File: src/rtl/seven_segment_pkg.sv
// Shared seven-segment glyph table and decode helper, reused by single- and
// multi-digit display drivers.
package seven_segment_pkg;

  localparam int unsigned SEG_A = 0;
  localparam int unsigned SEG_B = 1;
  localparam int unsigned SEG_C = 2;
  localparam int unsigned SEG_D = 3;
  localparam int unsigned SEG_E = 4;
  localparam int unsigned SEG_F = 5;
  localparam int unsigned SEG_G = 6;

  // Active-high patterns {g,f,e,d,c,b,a}, indexed by nibble value.
  localparam logic [6:0] SEG_LUT [16] = '{
    7'h3F, 7'h06, 7'h5B, 7'h4F, 7'h66, 7'h6D, 7'h7D, 7'h07,
    7'h7F, 7'h6F, 7'h77, 7'h7C, 7'h39, 7'h5E, 7'h79, 7'h71
  };

  function automatic logic [6:0] hex_to_seg(input logic [3:0] n);
    return SEG_LUT[n];
  endfunction

endpackage

File: src/rtl/seven_segment.sv
// Registered hex-to-seven-segment decoder for one digit; outputs come straight
// from flops, one clock after the nibble is sampled.
module seven_segment
  import seven_segment_pkg::*;
#(
  parameter bit ACTIVE_LOW = 1'b0
) (
  input  logic clk,
  input  logic reset,
  input  logic A,
  input  logic B,
  input  logic C,
  input  logic D,
  output logic a,
  output logic b,
  output logic c,
  output logic d,
  output logic e,
  output logic f,
  output logic g
);

  // All segments dark in the selected polarity.
  localparam logic [6:0] SEG_OFF = ACTIVE_LOW ? '1 : '0;

  logic [6:0] seg_d;
  logic [6:0] seg_q;

  always_comb begin
    seg_d = hex_to_seg({A, B, C, D});
    if (ACTIVE_LOW) begin
      seg_d = ~seg_d;
    end
  end

  always_ff @(posedge clk or posedge reset) begin
    if (reset) begin
      seg_q <= SEG_OFF;
    end else begin
      seg_q <= seg_d;
    end
  end

  assign a = seg_q[SEG_A];
  assign b = seg_q[SEG_B];
  assign c = seg_q[SEG_C];
  assign d = seg_q[SEG_D];
  assign e = seg_q[SEG_E];
  assign f = seg_q[SEG_F];
  assign g = seg_q[SEG_G];

endmodule

File: config.mk
export PLATFORM = sky130hd
export DESIGN_NAME = seven_segment
export DESIGN_NICKNAME = d
export VERILOG_FILES = /design/src/rtl/seven_segment_pkg.sv /design/src/rtl/seven_segment.sv
export SDC_FILE = /design/constraint.sdc
export NUM_CORES = 1
export LEC_CHECK = 0
export BUFFER_PORTS_ARGS = -buffer_cell sky130_fd_sc_hd__buf_2
export CORE_AREA = 4 4 41 43
export CTS_BUF_LIST = sky130_fd_sc_hd__clkbuf_16
export CTS_CLUSTER_DIAMETER = 40
export DETAILED_ROUTE_END_ITERATION = 6
export DIE_AREA = 0 0 45 47
export GPL_ROUTABILITY_DRIVEN = 0
export MAX_ROUTING_LAYER = met4
export PLACE_DENSITY = 0.63
export RECOVER_POWER = 100
export SLEW_MARGIN = 15
export SYNTH_ARGS = -nofsm -noshare
export SYNTH_HDL_FRONTEND = slang
export SYNTH_SLANG_ARGS = --single-unit
File: constraint.sdc
create_clock -name clk -period 0.85 [get_ports clk]
set_input_delay 0.085 -clock clk [delete_from_list [all_inputs] [get_ports clk]]
set_output_delay 0.085 -clock clk [all_outputs]
set_load 0.01 [all_outputs]
==> results.cfg <==
[outcome]
status = completed

[power]
p_seq_share_pct = 26.5
power_leakage_nw = 0.342
comb_power_share_pct = 17.7
clkPwrFrac_pct = 55.8
power_density_mw_per_mm2 = 1840
ir_worst_vdd_uv = 858
p_switching_mw = 0.295
p_int_mw = 1.10
switching_share_pct = 21.2

[sta]
hold_slack_ns = 0.238
rsz0062_at_grt = false
max-slew-margin-rel_pct = 83.4
tightest_slew_ns = 0.249
fin_crit_sh_pct = 96.3
max_freq_ghz = 1.22
hold_viol = 0
setup_tns_ns = 0
setup_violations = 0
fin_crit_ns = 0.818
report.final.slew_viol_count = 0

[job]
drv_cap = 0

[synthesis]
synth.area.top_cells = dfrtp_1 (38%), ha_1 (19%), mux2_2 (7.3%)
synth.distinct_cells = 18
syn_avg_cell_area_um2 = 11.3
yosys_warnings = 0
synth_cells = 41
ys_seq_area_share_pct = 37.9
ys_seq_elements = 7
syn-num-nets = 54
netlist_area_um2 = 462
synth_top_area_cell = dfrtp_1
synth.top_cell.area_share_pct = 37.9

[place]
hpwl_um = 726
place_area_um2 = 652
portBuffers = 12
dpl.cell_count = 74

[drt]
drt_iter0_markers = 3
viasPerCell = 4.73
drc = 0
dr.pass1.iters = 2
avgRoutedWirePerCell_um = 11.4
routed_wl_um = 899
via_count = 374
antenna_left = 0

[global_route]
grt_pass1_vias = 362
antenna_found_initial = 0
track_usage_pct = 10.7
overflow = 0
grt_max_degree = 9
grt_pass1_wl_um = 1520

[clock_tree]
post-cts-setup-buffers = 0
cts_tree = built
root_buffer = clkbuf_16
cts_sinks = 7
ctsHtreeMaxLevel = 1
clk_pin_slew_ns = 0.03
cts_buffers = 3
clockBufferDepth = 2

[worst_setup_path]
crit_required_ns = 0.95
cp-start-kind = primary input
crit_path_start = D
worstPathMaxFanout = 4
endpoint_kind = flop
arrival_ns = 0.91
critPathKind = in2reg

[min_path]
holdPathStages = 3
hold_path.class = in2reg
min_delay_worst_endpoint = seg_q[5]$_DFF_PP0_
min-delay-start = B

[cells_and_area]
final_cells = 79
top_register = seg_q
area_growth_pct = 64.2
design_area_um2 = 758
fillCellCount = 110
utilization_pct = 58.3
mostFrequentLayoutCells = dfrtp_1 (7), inv_1 (5), clkbuf_1 (5), buf_4 (5)
largest_register_ff_count = 7
antenna_cells_inserted = 0
layout-drive-gt1-share_pct = 48.4
top_regs = seg_q (7)
nets = 78
layout_commonest_cell = dfrtp_1

[floorplanning]
io_pins = 13
dieArea_mm2 = 0.00212
core-area_mm2 = 0.00130
initial_core_util_pct = 35.5
die_w_um = 45
die_h_um = 47
rows = 13
==> cell families after synthesis <==
logic type	count (synthesis)	synth area share, %
mux	6	16.5
flops	7	37.9
simple gates	6	6.78
fa+ha+maj	7	19.0
compound gates	6	9.48
buf+inv	9	10.3
==> per-stage QoR <==
stage          setup WS [ns]  total power, mW
3_3_place_gp          -0.296            0.606
4_1_cts              0.00108             1.40
2_1_floorplan        -0.0345            0.508
3_5_place_dp          -0.304            0.610
6_report              0.0317             1.39
5_1_grt              0.00471             1.44
==> power groups by stage <==
stage	Combinational [mW]	Sequential [mW]	Clock (mW)
floorplan	0.117	0.390	0
global placement	0.234	0.372	0
detailed placement	0.237	0.373	0
CTS	0.250	0.369	0.781
global route	0.272	0.372	0.800
finish	0.246	0.370	0.777
==> what timing repair did <==
item / 4_1_cts / 5_1_grt
resized for setup: 4 / 4
endpoints found under the hold margin: 7 / 0
hold buffers: 1 / 0
pin swaps: 0 / 1
setup endpoints to repair: 5 / 4
==> how the worst max path moves through the flow <==
stage	depth (start not counted)	to	slack (ns)
3_5_place_dp	4	seg_q[3]$_DFF_PP0_	-0.30
2_1_floorplan	3	seg_q[3]$_DFF_PP0_	-0.03
6_report	4	seg_q[3]$_DFF_PP0_	0.03
5_1_grt	4	seg_q[3]$_DFF_PP0_	0.005
4_1_cts	5	seg_q[5]$_DFF_PP0_	0.001
3_3_place_gp	4	seg_q[3]$_DFF_PP0_	-0.30
==> synth_stat cells <==
cell      count
a21o_1        1
a21oi_1       1
a22oi_1       2
a32oi_1       1
buf_4         1
buf_6         1
dfrtp_1       7
ha_1          7
inv_1         6
inv_4         1
mux2_2        3
mux2i_1       2
mux4_2        1
nand2b_1      1
nor2_1        2
nor2b_1       2
nor3_1        1
o31ai_1       1
==> final cells by class <==
cell class | instances | area, um2 | area share, %
well taps | 15 | 18.8 | 2.48
inverters | 7 | 48.8 | 6.44
clock inverters | 1 | 3.75 | 0.495
flip-flops and latches | 7 | 175 | 23.1
multi-input cells | 25 | 288 | 38.0
repair buffers | 21 | 149 | 19.6
clock buffers | 3 | 75.1 | 9.90
==> worst max-delay path, cell delays in order <==
cell and delay, ns:
buf_6 0.12, inv_12 0.04, ha_4 0.22, mux4_2 0.44
==> metal layers <==
layer | wire length [um] | vias up | GRT usage, %
met5 | 0 | - | -
met2 | 429 | 13 | 18.4
met4 | 19 | 0 | 5.26
li1 | - | 185 | -
met3 | 87 | 2 | 3.83
met1 | 362 | 174 | 10.7
(Power assumes the default switching activity.)
